## config.mk

```make
export PLATFORM = sky130hd
export DESIGN_NAME = cache_mem_arbiter
export DESIGN_NICKNAME = d
export VERILOG_FILES = /design/src/rtl/cache_mem_arbiter.sv
export SDC_FILE = /design/constraint.sdc
export NUM_CORES = 1
export LEC_CHECK = 0
export CAP_MARGIN = 10
export CORE_AREA = 4 4 286 288
export DETAILED_ROUTE_END_ITERATION = 16
export DIE_AREA = 0 0 290 292
export HOLD_SLACK_MARGIN = 0.15
export PLACE_DENSITY = 0.4
export SLEW_MARGIN = 20
export SYNTH_ARGS = -nofsm -noshare
export SYNTH_HDL_FRONTEND = slang
export SYNTH_SLANG_ARGS = --single-unit
```

## constraint.sdc

```tcl
create_clock -name clk -period 1.36 [get_ports clk]
set_input_delay 0.272 -clock clk [delete_from_list [all_inputs] [get_ports clk]]
set_output_delay 0.272 -clock clk [all_outputs]
set_load 0.005 [all_outputs]
```

## src/rtl/cache_mem_arbiter.sv

```systemverilog
// cache_mem_arbiter: shares one line-wide memory port between I$ refills
// and D$ refills/write-backs, round-robin, one transaction in flight.
//
// Ports:
//   clk, rst                      clock, synchronous active-high reset
//   icacheReadReq/Addr            I$ refill request (level) and line address
//   icacheReadGrant/ReadValue     I$ completion pulse and refill data
//   dcacheReadReq/WriteReq        D$ refill / write-back requests (level)
//   dcacheAddr/WriteValue         D$ line address and write data
//   dcacheReadGrant/WriteGrant    D$ completion pulses
//   dcacheReadValue               D$ refill data
//   memAddr/ReadEnable/WriteEnable/WriteValue   memory request side
//   memReadDone/WriteDone/ReadValue             memory completion side
module cache_mem_arbiter #(
    parameter int MEM_ADDR_WIDTH = 30,
    parameter int LINE_WIDTH     = 128
) (
    input  logic                      clk,
    input  logic                      rst,
    input  logic                      icacheReadReq,
    input  logic [MEM_ADDR_WIDTH-1:0] icacheAddr,
    output logic                      icacheReadGrant,
    output logic [LINE_WIDTH-1:0]     icacheReadValue,
    input  logic                      dcacheReadReq,
    input  logic                      dcacheWriteReq,
    input  logic [MEM_ADDR_WIDTH-1:0] dcacheAddr,
    input  logic [LINE_WIDTH-1:0]     dcacheWriteValue,
    output logic                      dcacheReadGrant,
    output logic                      dcacheWriteGrant,
    output logic [LINE_WIDTH-1:0]     dcacheReadValue,
    output logic [MEM_ADDR_WIDTH-1:0] memAddr,
    output logic                      memReadEnable,
    output logic                      memWriteEnable,
    output logic [LINE_WIDTH-1:0]     memWriteValue,
    input  logic                      memReadDone,
    input  logic                      memWriteDone,
    input  logic [LINE_WIDTH-1:0]     memReadValue
);

    localparam logic [1:0] IDLE     = 2'd0;
    localparam logic [1:0] IC_READ  = 2'd1;
    localparam logic [1:0] DC_READ  = 2'd2;
    localparam logic [1:0] DC_WRITE = 2'd3;

    logic [1:0] state;
    logic [1:0] state_nxt;
    logic       prefer_dcache;
    logic       dc_req;
    logic       pick_ic;
    logic       pick_dc;

    assign dc_req  = dcacheReadReq | dcacheWriteReq;
    // I$ wins when alone, or on contention when it is its turn.
    assign pick_ic = icacheReadReq & (~dc_req | ~prefer_dcache);
    assign pick_dc = dc_req & ~pick_ic;

    always_comb begin
        state_nxt = state;
        unique case (state)
            IDLE: begin
                // A pending write-back goes before the refill of the same line.
                unique case (1'b1)
                    pick_ic:                    state_nxt = IC_READ;
                    pick_dc & dcacheWriteReq:   state_nxt = DC_WRITE;
                    pick_dc & ~dcacheWriteReq:  state_nxt = DC_READ;
                    default:                    state_nxt = IDLE;
                endcase
            end
            IC_READ,
            DC_READ: begin
                if (memReadDone) state_nxt = IDLE;
            end
            DC_WRITE: begin
                if (memWriteDone) state_nxt = IDLE;
            end
            default: state_nxt = IDLE;
        endcase
    end

    // Address/data are captured only when leaving IDLE, so they stay
    // stable for the whole busy period whatever the requesters do.
    always_ff @(posedge clk) begin
        if (rst) begin
            state         <= IDLE;
            prefer_dcache <= 1'b1;
            memAddr       <= '0;
            memWriteValue <= '0;
        end else begin
            state <= state_nxt;
            if (state == IDLE) begin
                if (pick_ic) begin
                    memAddr       <= icacheAddr;
                    prefer_dcache <= 1'b1;
                end else if (pick_dc) begin
                    memAddr       <= dcacheAddr;
                    prefer_dcache <= 1'b0;
                    if (dcacheWriteReq) memWriteValue <= dcacheWriteValue;
                end
            end
        end
    end

    assign memReadEnable  = (state == IC_READ) || (state == DC_READ);
    assign memWriteEnable = (state == DC_WRITE);

    assign icacheReadGrant  = (state == IC_READ)  & memReadDone;
    assign dcacheReadGrant  = (state == DC_READ)  & memReadDone;
    assign dcacheWriteGrant = (state == DC_WRITE) & memWriteDone;

    assign icacheReadValue = memReadValue;
    assign dcacheReadValue = memReadValue;

endmodule

```

==> run summary, run 1 <==
Status: finished, violations left
Violated checks: negative setup slack
Max Cap Viol: 0
Max_slew headroom: 73.0%
Cell taking the most area after synthesis: dfxtp_1
Worst-case hold slack: 0.337 ns
Clk root buf: clkbuf_16
Worst-Skew Late Latency: 0.47 ns
Pwr dens: 1300 mW/mm2
Max Transition Viols Final: 0
Die area: 0.0847 mm2
CP startpoint kind: input port
Via density: 3.22
Pint: 12.1 mW
# H-tree levels: 4
Gr usage total: 7.20%
Post-Synthesis Cells: 1,012
TritonCTS Sinks: 161
Hold path endpoint: memWriteValue[102]
Type of the worst min-delay path: input port to flop
Die Height: 292 um
WL/cell: 16.2 um
Crit path DAT: 1.99 ns
Crit path kind: input port to flop
Synth top area cells: dfxtp_1 40%, buf_4 24%, nand2_1 15%, a21oi_1 6.6%, a311oi_1 3.1%
Async S/R FF share, synth: 0%
First-pass DRT Iterations: 4
Drt drc: 0
Die width: 290 um
Clock tree buffer depth: 2
CTS Buf Count: 17
Highest Clock Rate: 608 MHz
Period minus WS final: 1.64 ns
Count leader, synth: nand2_1
Post-synthesis register bit count: 161
Vias in the first global route: 7,092
Crit path buf inv count: 5
Most used cell, CP: buf_12
GR Overflow Total: 0
Power, Total: 18.3 mW
Finish-stage setup viols: 165
DP Wirelength: 22,400 um
CTS tree: built
Placed insts: 2,146
Kind of cell adding the most delay to the critical path: buffers and inverters
Reported net switching power: 6.21 mW
Synth-to-layout area growth: 74.3%
Routed wire length: 36,200 um
Clk network pwr share: 26.8%
Initial antenna violation count: 3
N_diodes: 0
Design area: 0.0141 mm2
Setup crit end kind: flop
GPL Wtd Cong: 0.712
Yosys top cell area share: 39.9%
Number of synthesis warnings: 0
IR drop worst, VDD: 0.757 mV
Slew @ Worst Pin: 0.405 ns
Dpl cell area: 0.0112 mm2
First-pass GRT wire length: 45,300 um
Starting density of the core: 10.2%
ANT nets after route: 0
Clock-pin slew on the worst setup and hold paths: 0.07 ns
Min setup slack post-route: -0.284 ns
Leakage dissipation: 5.27 nW
Final std cells w/o fill: 2,241
Fin nets: 1,506
Worst-path cell chain: clkdlybuf4s50_1 > nand2b_1 > and3_4 > buf_12 > buf_12 > clkbuf_16 > buf_4 > nand2_2 > a21oi_2
Setup TNS: -31.00 ns
# fillers: 8,822
Hold depth: 3
Sw Share: 33.9%
Via count: 7,215
Most frequent cells after synthesis: 320 x nand2_1, 258 x buf_4, 161 x dfxtp_1
RSZ-0062 raised after global routing: true
Combinational share of power: 40.8%
CP Max Fanout: 7
Slowest cell on crit path: clkdlybuf4s50_1
FF-to-FF path depth: 9
Hold Crit Start: dcacheWriteValue[102]
EDFF count, synth: 0
Sequential power share: 32.4%
Final Hold Viols: 0
Core Util, Final: 17.8%
Reg2reg start: state[1]
RR Endpoint: memWriteValue[115]
Slowest stage delay, CP: 0.63 ns
Seq/Total Area, Yosys: 39.9%
Core outline area: 0.0789 mm2
Mapped Nets: 1,340
Tcrit/Tclk final: 121%
Worst Skew: 0.0117 ns
Pin count of the biggest net entering global routing: 63
IO Pins: 742
Initial DRC count: 181
Synth Flop Type: dfxtp_1
Mapped Avg Cell Area: 7.98 um2
Cell row count: 103
R2r setup slk: -0.28 ns
Netlist Area Pre-Place: 0.00808 mm2
Place WS: -0.557 ns
Share of cells above drive strength 1: 52.0%
Crit path required time: 1.70 ns
Unique masters post-synth: 28
Port Buffers: 357
[cells by family after synthesis]
logic type | after synthesis | synth area share (%)
buffers and inverters | 319 | 29.1
AND/OR/NAND/NOR | 360 | 17.2
AO/OA/AOI/OAI | 167 | 13.1
adder cells (fa/ha/maj) | 5 | 0.775
flip-flops | 161 | 39.9
[sequential cells by signal, summed over array words and instances, names as in the netlist]
signal and cells:
memAddr 30, memWriteValue 128, prefer_dcache 1, state 2
[worst max path at each step]
stage / slack (ns) / cells past startpoint / startpoint / to
3_5_place_dp: -0.56 / 5 / dcacheReadReq / memAddr[27]
4_1_cts: -0.32 / 4 / state[1] / icacheReadGrant
2_1_floorplan: 0.04 / 6 / state[1] / state[0]
5_1_grt: -0.33 / 9 / state[1] / memWriteValue[115]
3_3_place_gp: -0.52 / 5 / dcacheReadReq / memAddr[29]
6_report: -0.28 / 9 / icacheReadReq / memWriteValue[115]
[routing by layer]
layer / share of wire, % / track usage [%] / vias up / wire (um)
li1: - / - / 3332 / -
met2: 45 / 11.2 / 421 / 16400
met5: 0.075 / 0 / - / 27
met4: 4.1 / 4.33 / 4 / 1500
met3: 9.5 / 4.08 / 91 / 3430
met1: 41 / 7.62 / 3367 / 14900
[layout make-up]
class,count,area (um2),area share (%)
clock buffer,18,429,3.05
sequential,161,3380,24.0
inverter,4,20.0,0.142
multi-input combinational,534,3710,26.4
timing repair buffer,460,5080,36.1
clock inverter,14,130,0.925
tap,1050,1310,9.33
[placed cells by master, fill, tap and decap left out, types with 2 or more instances in the layout]
| cell | instances |
|---|---|
| a21oi_1 | 35 |
| a21oi_2 | 96 |
| a311oi_1 | 8 |
| a311oi_2 | 22 |
| and2_4 | 5 |
| buf_12 | 28 |
| buf_16 | 6 |
| buf_2 | 29 |
| buf_4 | 26 |
| buf_6 | 18 |
| buf_8 | 15 |
| clkbuf_16 | 32 |
| clkbuf_2 | 15 |
| clkdlybuf4s15_1 | 70 |
| clkdlybuf4s15_2 | 44 |
| clkdlybuf4s50_1 | 193 |
| clkinv_2 | 3 |
| clkinvlp_4 | 4 |
| dfxtp_1 | 36 |
| dfxtp_2 | 123 |
| dfxtp_4 | 2 |
| ha_4 | 5 |
| inv_4 | 2 |
| inv_6 | 4 |
| nand2_1 | 192 |
| nand2_2 | 58 |
| nand2_4 | 69 |
| nor2_1 | 30 |
| o21ai_2 | 2 |
[worst reg2reg max path, stage by stage (launching register included)]
cell	delay, ns
dfxtp_4	0.40
inv_4	0.06
ha_4	0.17
and3_4	0.21
buf_12	0.15
buf_12	0.12
clkbuf_16	0.15
buf_4	0.14
nand2_2	0.06
a21oi_2	0.05
[repair_timing]
| item | in CTS | in global routing |
|---|---|---|
| setup endpoints to repair | 323 | 190 |
| gates cloned | 8 | 24 |
| gates resized for setup | 634 | 322 |
| pin swaps | 46 | 151 |
| setup buffers | 24 | 19 |
| endpoints found under the hold margin | 12 | 0 |
| hold buffers | 1 | 0 |
[power by group through the flow]
stage | clock network [mW] | logic [mW] | registers [mW]
global placement | 0 | 4.83 | 5.84
detailed placement | 0 | 4.84 | 5.86
finish | 4.91 | 7.48 | 5.93
global route | 5.40 | 7.99 | 6.02
CTS | 5.28 | 5.61 | 5.88
floorplan | 0 | 2.64 | 5.87
(Power assumes the default switching activity.)
==> run 2: changes to the inputs <==
--- a/config.mk
+++ b/config.mk
@@ -6,11 +6,12 @@
 export NUM_CORES = 1
 export LEC_CHECK = 0
 export CAP_MARGIN = 10
-export CORE_AREA = 4 4 286 288
+export CORE_AREA = 4 4 284 286
 export DETAILED_ROUTE_END_ITERATION = 16
-export DIE_AREA = 0 0 290 292
+export DIE_AREA = 0 0 288 290
 export HOLD_SLACK_MARGIN = 0.15
 export PLACE_DENSITY = 0.4
+export REMOVE_ABC_BUFFERS = 1
 export SLEW_MARGIN = 20
 export SYNTH_ARGS = -nofsm -noshare
 export SYNTH_HDL_FRONTEND = slang
==> constraint.sdc (replaced) <==
create_clock -name clk -period 2 [get_ports clk]
set_input_delay 0.4 -clock clk [delete_from_list [all_inputs] [get_ports clk]]
set_output_delay 0.4 -clock clk [all_outputs]
set_load 0.005 [all_outputs]
==> run 2 against run 1 <==
The flow now finishes without violations. Largest cell class unchanged. Non-clock buffer count shrank 68. Total power is 42% lower. Register-to-register slack improved by 0.53 ns. Cell count shrank 3.0%. Worst setup slack gained 0.38 ns. Critical endpoint is now memWriteValue[47]. Largest power group is now registers. Sequential cell count unchanged.
==> run summary, run 2 (synthesized netlist as in run 1, its figures left out) <==
Worst Skew: 0.0184 ns (+0.00665 ns)
Max_slew headroom: 56.7% (-16 points)
Starting density of the core: 10.3% (+0.067 points)
Routed wire length: 79,100 um (+120%)
CTS Buf Count: 17 (unchanged)
CTS tree: built
First-pass GRT wire length: 96,200 um (+110%)
Setup crit end kind: output pin
Max Cap Viol: 0 (unchanged)
GR Overflow Total: 0 (unchanged)
Gr usage total: 18.4% (+11 points)
FF-to-FF path depth: 7 (-2)
Place WS: -0.142 ns (+0.415 ns)
# fillers: 9,035 (+2.4%)
Port Buffers: 357 (unchanged)
CP startpoint kind: flop
Slowest cell on crit path: clkdlybuf4s50_1
Die width: 288 um (-0.69%)
Kind of cell adding the most delay to the critical path: buffers and inverters
CP Max Fanout: 2 (-5)
Period minus WS final: 1.90 ns
Most frequent cells in the layout: 351 x clkdlybuf4s50_1, 320 x nand2_1, 159 x dfxtp_1
Slew @ Worst Pin: 0.650 ns (+0.244 ns)
Crit path buf inv count: 1 (-4)
IR drop worst, VDD: 0.489 mV (-35%)
Share of cells above drive strength 1: 9.29% (-43 points)
Die Height: 290 um (-0.68%)
Drt drc: 0 (unchanged)
Leakage dissipation: 3.96 nW (-25%)
Fin nets: 1,436 (-4.6%)
Crit path kind: flop to output pin
Highest Clock Rate: 526 MHz
Initial antenna violation count: 5 (+2)
Pwr dens: 909 mW/mm2 (-30%)
Hold Crit Start: rst
Via density: 3.50 (+8.6%)
ANT nets after route: 0 (unchanged)
Tcrit/Tclk final: 95.0%
Crit path DAT: 1.50 ns (-0.49 ns)
GPL Wtd Cong: 0.832 (+17%)
Worst-Skew Late Latency: 0.50 ns (+0.03 ns)
Dpl cell area: 0.0111 mm2 (-1.1%)
Reg with most FFs: memWriteValue
Biggest regs: memWriteValue: 128 flops, memAddr: 30 flops, state: 2 flops
Design area: 0.0116 mm2 (-17%)
Clock-pin slew on the worst setup and hold paths: 0.09 ns (+0.02 ns)
Clock tree buffer depth: 2 (unchanged)
Power, Total: 10.6 mW (-42%)
# H-tree levels: 4 (unchanged)
Initial DRC count: 451 (+150%)
R2r setup slk: 0.25 ns (+0.53 ns)
Via count: 7,597 (+5.3%)
Final Hold Viols: 0 (unchanged)
Die area: 0.0835 mm2 (-1.4%)
Synth-to-layout area growth: 43.9%
WL/cell: 36.4 um (+130%)
Vias in the first global route: 7,420 (+4.6%)
Status: finished clean
RR Endpoint: memWriteValue[61]
Pin count of the biggest net entering global routing: 61 (-3.2%)
First-pass DRT Iterations: 6 (+2)
Max reg flops: 128 (unchanged)
Type of the worst min-delay path: input port to flop
IO Pins: 742 (unchanged)
Max Transition Viols Final: 0 (unchanged)
Reg2reg start: state[0]
Clk root buf: clkbuf_16
Crit path required time: 1.60 ns (-0.10 ns)
Worst-path cell chain: clkdlybuf4s50_1
Hold path endpoint: memWriteValue[117]
DP Wirelength: 66,800 um (+200%)
Min setup slack post-route: 0.0999 ns (+0.384 ns)
RSZ-0062 raised after global routing: false
TritonCTS Sinks: 161 (unchanged)
Slowest stage delay, CP: 0.65 ns (+0.02 ns)
Core outline area: 0.0784 mm2 (-0.65%)
Hold depth: 2 (-1)
Finish-stage setup viols: 0 (-100%)
Most common cell after layout, fill and taps aside: clkdlybuf4s50_1
Cell row count: 103 (unchanged)
run 2: cell types whose count changed in the layout (fill, tap and decap cells not counted), moves of 44 or more:
cell / change
nand2_1: +128
clkdlybuf4s15_1: -69
a21oi_1: +72
dfxtp_1: +123
clkdlybuf4s50_1: +158
nand2_2: -58
a21oi_2: -72
nand2_4: -69
clkdlybuf4s15_2: -44
dfxtp_2: -122
run 2: cell type report:
cell class / count / area, um2 / share of cell area [%]
repair buffers: 392 / 3980 / 34.2
flip-flops and latches: 161 / 3230 / 27.8
multi-input cells: 532 / 2520 / 21.7
well taps: 1050 / 1310 / 11.3
clock buffers: 18 / 429 / 3.69
clock inverters: 13 / 128 / 1.10
inverters: 4 / 15.0 / 0.129
diodes: 3 / 7.51 / 0.0646
run 2: worst max-delay path by stage:
stage | end | start | slack, ns | cells past startpoint
2_1_floorplan | memWriteValue[33] | state[0] | -1.48 | 5
5_1_grt | memWriteValue[58] | memWriteValue[58] | 0.02 | 1
6_report | memWriteValue[47] | memWriteValue[47] | 0.1 | 1
3_3_place_gp | icacheReadGrant | memReadDone | -0.14 | 3
4_1_cts | icacheReadGrant | state[1] | 0.009 | 4
3_5_place_dp | icacheReadGrant | memReadDone | -0.14 | 3
run 2: power by group:
part | total (mW) | leakage [nW] | switching [mW] | internal (mW)
registers | 3.91 | 1.32 | 0.250 | 3.66
logic | 3.26 | 2.37 | 1.56 | 1.70
clock network | 3.39 | 0.270 | 1.66 | 1.73
total | 10.6 | 3.96 | 3.47 | 7.10
run 2: routing by layer:
layer / global-route usage, % / part of all wire (%)
met1: 15.6 / 31
met2: 26.2 / 41
met3: 23.1 / 26
met4: 3.07 / 1.1
met5: 12.5 / 1.8
run 2: metrics by stage:
stage | hold slack [ns] | std cells | utilization [%] | setup TNS, ns
finish | 0.370 | 2173 | 14.8 | 0
global route | 0.345 | 2170 | 14.8 | 0
CTS | 0.360 | 2170 | 14.8 | 0
detailed placement | 0.447 | 2139 | 14.1 | -0.408
global placement | 0.442 | 2139 | 14.1 | -0.354
floorplan | 0.447 | 697 | - | -186.98
run 2: what timing repair did:
action | CTS | global route
pin swaps | 0 | 0
setup endpoints to repair | 5 | 3
resized for setup | 12 | 4
hold buffers | 0 | 0
buffers inserted | 0 | 0
